[src/rtl/tdm_pkg.sv]
// -----------------------------------------------------------------------------
// tdm_pkg
// Shared constants and types for the receive-side TDM demultiplexer.
//   NCH     : number of time slots (channels) per frame
//   SEL_W   : width of the slot index
//   state_e : framing state machine encoding (HUNT / LOCK)
// -----------------------------------------------------------------------------
package tdm_pkg;

    localparam int NCH   = 8;
    localparam int SEL_W = 3;

    typedef enum logic {
        HUNT = 1'b0,
        LOCK = 1'b1
    } state_e;

endpackage

[src/rtl/tdm_demux_1to8_decoder_3to8.sv]
// -----------------------------------------------------------------------------
// decoder_3to8
// Combinational one-hot decoder that turns the slot index into per-slot
// shadow load strobes. Mirrors the select decode of the transmit-side mux.
//   en_i   : write enable; all strobes are low when deasserted
//   sel_i  : slot index to strobe
//   strb_o : one-hot load strobes, bit k loads shadow slot k
// -----------------------------------------------------------------------------
module decoder_3to8
    import tdm_pkg::*;
(
    input  logic             en_i,
    input  logic [SEL_W-1:0] sel_i,
    output logic [NCH-1:0]   strb_o
);

    always_comb begin
        strb_o = '0;
        if (en_i) begin
            strb_o[sel_i] = 1'b1;
        end
    end

endmodule

[src/rtl/tdm_demux_1to8.sv]
// -----------------------------------------------------------------------------
// tdm_demux_1to8
// Receive-side 1-to-8 time-division demultiplexer. Serial samples are
// accumulated slot by slot into a shadow register; when slot 7 is written the
// complete frame is copied to dout together with a one-cycle dout_valid pulse,
// so dout never shows a partial frame.
//
// Ports:
//   clk        : rising-edge clock
//   rst_n      : asynchronous active-low reset
//   din        : W-bit sample for the current slot
//   din_valid  : din / sync are meaningful this cycle
//   sync       : marks a channel-0 sample (only looked at with din_valid)
//   dout       : last complete frame, channel k at dout[k*W +: W]
//   dout_valid : one-cycle pulse when dout updates
//   ch_sel     : slot the next valid sample will be written to
//   locked     : high while the framer is in LOCK
//   sync_err   : one-cycle pulse on a framing violation
//
// Build option:
//   TDM_SYNC_CHECK_EN : when defined, sync is also checked in LOCK. A sync on a
//   non-zero slot realigns to slot 0 and flags sync_err; a missing sync on slot
//   0 flags sync_err, drops the sample and returns to HUNT. When undefined,
//   LOCK free-runs on din_valid and sync_err is tied low.
// -----------------------------------------------------------------------------
module tdm_demux_1to8
    import tdm_pkg::*;
#(
    parameter int W = 1
) (
    input  logic               clk,
    input  logic               rst_n,
    input  logic [W-1:0]       din,
    input  logic               din_valid,
    input  logic               sync,
    output logic [NCH*W-1:0]   dout,
    output logic               dout_valid,
    output logic [SEL_W-1:0]   ch_sel,
    output logic               locked,
    output logic               sync_err
);

    localparam logic [SEL_W-1:0] LAST_SLOT = SEL_W'(NCH - 1);

    state_e             state_q,      state_d;
    logic [SEL_W-1:0]   ch_sel_q,     ch_sel_d;
    logic [NCH*W-1:0]   shadow_q,     shadow_d;
    logic [NCH*W-1:0]   dout_q,       dout_d;
    logic               dout_valid_q, dout_valid_d;

    logic               wr_en;
    logic [SEL_W-1:0]   wr_sel;
    logic [NCH-1:0]     wr_strb;
    logic               frame_done;

`ifdef TDM_SYNC_CHECK_EN
    logic               sync_err_q,   sync_err_d;
`endif

    // Framing control: decides which slot (if any) this sample lands in and
    // whether it closes a frame.
    always_comb begin
        state_d    = state_q;
        ch_sel_d   = ch_sel_q;
        wr_en      = 1'b0;
        wr_sel     = ch_sel_q;
        frame_done = 1'b0;
`ifdef TDM_SYNC_CHECK_EN
        sync_err_d = 1'b0;
`endif
        if (din_valid) begin
            case (state_q)
                HUNT: begin
                    if (sync) begin
                        wr_en    = 1'b1;
                        wr_sel   = '0;
                        ch_sel_d = SEL_W'(1);
                        state_d  = LOCK;
                    end
                end
                LOCK: begin
`ifdef TDM_SYNC_CHECK_EN
                    if (sync && (ch_sel_q != '0)) begin
                        // Early sync: abandon the partial frame and restart
                        // it with this sample as slot 0. Stale shadow slots
                        // are overwritten before the next frame closes.
                        sync_err_d = 1'b1;
                        wr_en      = 1'b1;
                        wr_sel     = '0;
                        ch_sel_d   = SEL_W'(1);
                    end else if (!sync && (ch_sel_q == '0)) begin
                        // Missing sync on slot 0: alignment lost.
                        sync_err_d = 1'b1;
                        state_d    = HUNT;
                    end else begin
                        wr_en      = 1'b1;
                        ch_sel_d   = ch_sel_q + SEL_W'(1);
                        frame_done = (ch_sel_q == LAST_SLOT);
                    end
`else
                    wr_en      = 1'b1;
                    ch_sel_d   = ch_sel_q + SEL_W'(1);
                    frame_done = (ch_sel_q == LAST_SLOT);
`endif
                end
                default: begin
                    state_d  = HUNT;
                    ch_sel_d = '0;
                end
            endcase
        end
    end

    decoder_3to8 u_dec (
        .en_i   (wr_en),
        .sel_i  (wr_sel),
        .strb_o (wr_strb)
    );

    // Shadow load; the output copy takes the updated shadow so that slot 7
    // written on this edge is part of the published frame.
    always_comb begin
        shadow_d = shadow_q;
        for (int k = 0; k < NCH; k++) begin
            if (wr_strb[k]) begin
                shadow_d[k*W +: W] = din;
            end
        end
        dout_d       = frame_done ? shadow_d : dout_q;
        dout_valid_d = frame_done;
    end

    always_ff @(posedge clk or negedge rst_n) begin
        if (!rst_n) begin
            state_q      <= HUNT;
            ch_sel_q     <= '0;
            shadow_q     <= '0;
            dout_q       <= '0;
            dout_valid_q <= 1'b0;
`ifdef TDM_SYNC_CHECK_EN
            sync_err_q   <= 1'b0;
`endif
        end else begin
            state_q      <= state_d;
            ch_sel_q     <= ch_sel_d;
            shadow_q     <= shadow_d;
            dout_q       <= dout_d;
            dout_valid_q <= dout_valid_d;
`ifdef TDM_SYNC_CHECK_EN
            sync_err_q   <= sync_err_d;
`endif
        end
    end

    assign dout       = dout_q;
    assign dout_valid = dout_valid_q;
    assign ch_sel     = ch_sel_q;
    assign locked     = (state_q == LOCK);
`ifdef TDM_SYNC_CHECK_EN
    assign sync_err   = sync_err_q;
`else
    assign sync_err   = 1'b0;
`endif

endmodule

[config.mk]
export PLATFORM = sky130hd
export DESIGN_NAME = tdm_demux_1to8
export DESIGN_NICKNAME = d
export VERILOG_FILES = /design/src/rtl/tdm_pkg.sv /design/src/rtl/tdm_demux_1to8_decoder_3to8.sv /design/src/rtl/tdm_demux_1to8.sv
export SDC_FILE = /design/constraint.sdc
export NUM_CORES = 1
export LEC_CHECK = 0
export ABC_AREA = 1
export CORE_MARGIN = 2
export CORE_UTILIZATION = 45
export DETAILED_ROUTE_END_ITERATION = 16
export PLACE_DENSITY = 0.71
export SLEW_MARGIN = 20
export SYNTH_ARGS = -nofsm -noshare
export SYNTH_HDL_FRONTEND = slang
export SYNTH_HIERARCHICAL = 1
export SYNTH_SLANG_ARGS = --single-unit
export TNS_END_PERCENT = 50
[constraint.sdc]
create_clock -name clk -period 2.6 [get_ports clk]
set_clock_uncertainty 0.2 [all_clocks]
set_input_delay 0.65 -clock clk [delete_from_list [all_inputs] [get_ports clk]]
set_output_delay 0.65 -clock clk [all_outputs]
set_load 0.005 [all_outputs]
==> results of run 1 <==
## worst paths after layout
| check | startpoint | to | slack, ps | cells past startpoint |
|---|---|---|---|---|
| setup reg to reg | locked$_DFFE_PN0P_ | dout[4]$_DFFE_PN0P_ | 1000 | 10 |
| hold / removal | shadow_q[3]$_DFF_PN0_ | shadow_q[3]$_DFF_PN0_ | 280 | 2 |
| max in group asynchronous | rst_n | locked$_DFFE_PN0P_ | 1530 | 2 |
| hold reg to reg | shadow_q[3]$_DFF_PN0_ | shadow_q[3]$_DFF_PN0_ | 280 | 2 |
| min in group asynchronous | rst_n | dout[2]$_DFFE_PN0P_ | 470 | 2 |
| setup / recovery | din_valid | dout[4]$_DFFE_PN0P_ | 450 | 12 |
## power by group
part           internal (mW)  switching [mW]
Sequential             0.452          0.0631
Clock                 0.0598          0.0969
Combinational          0.210           0.203
## kinds of logic (layout without fill, tap and decap cells)
group                    count (synthesis)  count (layout)  share of synthesized area
AND/OR/NAND/NOR                         81              81                      0.335
flip-flops                              21              21                      0.554
buffers and inverters                   19              39                     0.0805
adder cells (fa/ha/maj)                  2               2                     0.0264
other                                    1               1                    0.00395
## sequential cells by signal, summed over array words and instances (netlist names)
register / cells
locked: 1
ch_sel: 3
shadow_q: 8
dout_valid: 1
dout: 8
## synth_stat cells (all sizes together)
master	n
conb	1
buf	2
inv	17
dfrtp	21
nand2	65
ha	2
nor2	13
nand3	3
## final cells by class
cell class              instances  area, sq um  area share
well taps                      27         33.8      0.0288
clock buffers                   4         26.3      0.0224
flip-flops and latches         21          526       0.448
inverters                      17         63.8      0.0544
multi-input cells              84          347       0.295
repair buffers                 18          178       0.151
## cells in the final DEF (no fill, tap or decap)
| master | n |
|---|---|
| nor2_1 | 12 |
| conb_1 | 1 |
| nand2_2 | 1 |
| clkbuf_1 | 1 |
| buf_4 | 1 |
| nand2_1 | 64 |
| clkdlybuf4s50_1 | 17 |
| nor2_4 | 1 |
| nand3_1 | 3 |
| dfrtp_1 | 21 |
| ha_1 | 2 |
| inv_1 | 17 |
| clkbuf_4 | 3 |
## worst max-delay path, cell delays in order
cell,delay (ps)
clkdlybuf4s50_1,510
nand2_1,140
nor2_1,190
nor2_1,100
inv_1,80
nand2_1,70
nor2_1,150
inv_1,50
nand2_1,50
nand2_1,60
nand2_1,60
nand2_1,50
## through the flow
step / power [mW] / setup WS, ps / std cells / hold WS, ps / util
floorplan: 0.737 / 844 / 124 / 154 / -
global placement: 0.918 / 205 / 167 / 250 / 0.579
detailed placement: 0.939 / 118 / 167 / 256 / 0.579
CTS: 1.09 / 446 / 171 / 284 / 0.592
global route: 1.18 / 179 / 171 / 309 / 0.592
finish: 1.08 / 447 / 171 / 283 / 0.592
## layer usage
metal,track usage,vias up
met1,0.217,337
met4,0.0833,0
met2,0.284,22
met5,0,-
li1,-,402
met3,0.0212,2
==> flow_metrics.py, run 1 <==
metrics = {
    "global_route": {
        "grt_max_degree": 22,
        "grt_pass1_wl_um": 3270,
        "antenna_found_initial": 0,
        "first_global_vias": 755,
        "grt_usage": 0.170,
        "globalRouteOverflowTotal": 0,
    },
    "synthesis": {
        "synth_cells": 124,
        "yosysTopAreaCell": "dfrtp_1",
        "ys_seq_area_frac": 0.554,
        "ys_seq_elements": 21,
        "syn_nets": 131,
        "ys_top_cells_by_area": "dfrtp_1, nand2_1, inv_1",
        "avgSynthCellArea_sq_um": 7.65,
        "syn_area_sq_um": 948,
        "synth_top_area_frac": 0.554,
        "synth_warnings": 6,
        "yosysUniqueCellTypes": 11,
    },
    "timing": {
        "setup_tns_ps": 0,
        "hold_viol": 0,
        "fmax_mhz": 465,
        "post-route-min-period_ps": 2150,
        "setup_viol": 0,
        "slew_viol_final": 0,
        "fin_crit_sh": 0.828,
        "grt_setup_unrepaired": "no",
    },
    "power": {
        "leakagePower_nw": 0.622,
        "power_density_nw_per_um2": 924,
        "irDropWorstVdd_mv": 0.524,
    },
    "place": {
        "postPlaceCellArea_sq_um": 1150,
        "port-buffer-count": 17,
        "dp_hpwl_um": 1280,
        "place.gp.congestion": 0.841,
    },
    "worst_setup_path": {
        "worstSetupStartpointType": "primary input",
        "critPathArrivalTime_ps": 2160,
        "crit_fanout": 5,
        "worstSetupPathType": "primary input to register",
        "required_ps": 2600,
        "end_kind": "register",
    },
    "die": {
        "die_y_um": 49.9,
        "die_x_um": 49.9,
        "ios": 19,
        "rows": 16,
        "core_sq_um": 1980,
        "start_util": 0.479,
        "die_area_sq_um": 2490,
    },
    "drt": {
        "routed-via-count": 763,
        "routed.top_layer": "met4",
        "dr_wl_met3_um": 78,
        "first_pass_iters": 4,
        "wl_per_cell_um": 10.1,
        "drt_iter0_drc": 14,
        "wl_met1_um": 781,
        "routed_via_density": 4.46,
        "post-route-drc-count": 0,
        "dr_wl_met2_um": 857,
        "drtAntennaViolNets": 0,
        "routed_wirelength_um": 1730,
    },
    "clocking": {
        "cts_buffers": 3,
        "clk_pin_slew_ps": 110,
        "htree_levels": 1,
        "cts_setup_buffers": 0,
        "clock_sinks": 21,
        "root_buffer": "clkbuf_4",
        "cts-resized-gates": 0,
        "cts_tree": "yes",
        "cts_buffer_depth": 2,
        "holdBufCountCts": 0,
        "clk_latency_ps": 300,
    },
    "cells_and_area": {
        "drive_gt1_frac": 0.0417,
        "area_growth_pct": 23.7,
        "fillCellCount": 174,
        "antenna_cells": 0,
        "final_nets": 152,
        "stdcell_area_sq_um": 1170,
    },
    "worst_hold_path": {
        "hold_path.class": "register to register",
    },
    "outcome": {
        "status": "finished, final reports clean",
    },
    "job": {
        "max_cap_viol_count": 0,
    },
}
(Power assumes the default switching activity.)
==> run 2: changes to the inputs <==
==> constraint.sdc (replaced) <==
create_clock -name clk -period 2.05 [get_ports clk]
set_clock_uncertainty 0.2 [all_clocks]
set_input_delay 0.5125 -clock clk [delete_from_list [all_inputs] [get_ports clk]]
set_output_delay 0.5125 -clock clk [all_outputs]
set_load 0.005 [all_outputs]
==> flow_metrics.py, run 2 (same netlist as run 1, synthesis figures left out) <==
metrics = {
    "timing": {
        "grt_setup_unrepaired": "no",
        "fmax_mhz": 505,
        "setup_viol": 0,
        "slew_viol_final": 0,
        "fin_ws_ps": 71.0,
        "hold_viol": 0,
        "post-route-min-period_ps": 1980,
        "fin_crit_sh": 0.965,
    },
    "cells_and_area": {
        "final_common_cell": "nand2_1",
        "final_cell_mix": "nand2_1, dfrtp_1, inv_1, clkdlybuf4s50_1, nor2_1",
        "drive_gt1_frac": 0.0748,
        "area_growth_pct": 26.5,
        "antenna_cells": 0,
        "final_nets": 155,
        "stdcell_area_sq_um": 1200,
    },
    "worst_setup_path": {
        "critical-path-slowest-cell": "clkdlybuf4s50_1",
        "worstSetupPathType": "register to output pin",
        "worstSetupStartpointType": "register",
        "cpPeakStageDelay_ps": 530,
        "path_buf_inv": 1,
        "crit_fanout": 5,
        "crit_family": "buffers and inverters",
        "end_kind": "output pin",
        "required_ps": 1340,
        "critPathArrivalTime_ps": 1270,
        "worstPathCellList": "clkdlybuf4s50_1",
    },
    "global_route": {
        "globalRouteOverflowTotal": 0,
        "grt_pass1_wl_um": 3180,
        "grt_usage": 0.173,
        "first_global_vias": 722,
        "grt_max_degree": 22,
        "antenna_found_initial": 0,
    },
    "clocking": {
        "cts_buffers": 3,
        "clk_pin_slew_ps": 110,
        "cts_tree": "yes",
        "htree_levels": 1,
        "cts_setup_buffers": 0,
        "clk_latency_ps": 310,
        "clock_sinks": 21,
        "root_buffer": "clkbuf_4",
        "cts_buffer_depth": 2,
    },
    "drt": {
        "wl_per_cell_um": 10.5,
        "post-route-drc-count": 0,
        "drtAntennaViolNets": 0,
        "routed-via-count": 772,
        "drt_iter0_drc": 15,
        "routed_wirelength_um": 1820,
        "routed_via_density": 4.44,
        "first_pass_iters": 4,
    },
    "die": {
        "die_area_sq_um": 2490,
        "core_sq_um": 1980,
        "start_util": 0.479,
        "die_x_um": 49.9,
        "rows": 16,
        "ios": 19,
        "die_y_um": 49.9,
    },
    "place": {
        "port-buffer-count": 17,
        "postPlaceCellArea_sq_um": 1170,
        "pre_cts_slack_ps": -188,
        "dp_hpwl_um": 1320,
        "place.gp.congestion": 0.800,
    },
    "power": {
        "sw_frac_of_total": 0.335,
        "p_switching_uw": 461,
        "p_clk_frac": 0.143,
        "p_int_uw": 916,
        "seqPwrFrac": 0.475,
        "p_comb_frac": 0.382,
        "leakagePower_nw": 0.639,
        "power_density_nw_per_um2": 1150,
        "irDropWorstVdd_mv": 0.592,
    },
    "outcome": {
        "status": "finished, final reports clean",
    },
    "worst_hold_path": {
        "hold_path.class": "register to register",
    },
    "job": {
        "max_cap_viol_count": 0,
    },
}
run 2: timing repair:
| item | in CTS | in global routing |
|---|---|---|
| endpoints found under the setup margin | 0 | 1 |
| resized for setup | 0 | 1 |
| hold buffers | 0 | 0 |
run 2: power by group through the flow:
stage	Combinational (mW)	Clock [mW]	Sequential [mW]
CTS	0.532	0.208	0.656
detailed placement	0.531	0	0.664
global placement	0.513	0	0.656
finish	0.526	0.197	0.654
global route	0.600	0.232	0.678
floorplan	0.278	0	0.656
run 2: cell type report:
| cell class | instances | area (sq um) |
|---|---|---|
| sequential | 21 | 526 |
| inverter | 17 | 63.8 |
| fill | 173 | 782 |
| multi-input combinational | 84 | 349 |
| tap | 27 | 33.8 |
| clock inverter | 1 | 5.00 |
| clock buffer | 3 | 22.5 |
| timing repair buffer | 21 | 200 |
run 2: metrics by stage:
step,hold slack (ps),TNS (ps),std cells,util,total power [mW]
floorplan,16.9,0,124,-,0.935
detailed placement,257,-1410,170,0.590,1.19
finish,279,0,174,0.605,1.38
global route,318,0,174,0.605,1.51
CTS,285,0,174,0.604,1.40
global placement,250,-732,170,0.590,1.17
run 2: worst paths after layout:
kind	start	end	slack, ps	cells past startpoint
worst max-delay path	locked$_DFFE_PN0P_	locked	70	1
min in group asynchronous	rst_n	shadow_q[0]$_DFF_PN0_	330	2
max in group asynchronous	rst_n	ch_sel[2]$_DFFE_PN0P_	1110	2
worst min register to register	shadow_q[7]$_DFF_PN0_	shadow_q[7]$_DFF_PN0_	280	2
worst max register to register	locked$_DFFE_PN0P_	dout[4]$_DFFE_PN0P_	470	10
worst min-delay path	shadow_q[7]$_DFF_PN0_	shadow_q[7]$_DFF_PN0_	280	2
run 2: routing by layer:
layer / vias to the layer above / track usage / routed length [um]
met5: - / 0 / 0
met4: 0 / 0.0833 / 31
met3: 6 / 0.0273 / 67
met2: 18 / 0.298 / 897
met1: 343 / 0.211 / 825
li1: 405 / - / -
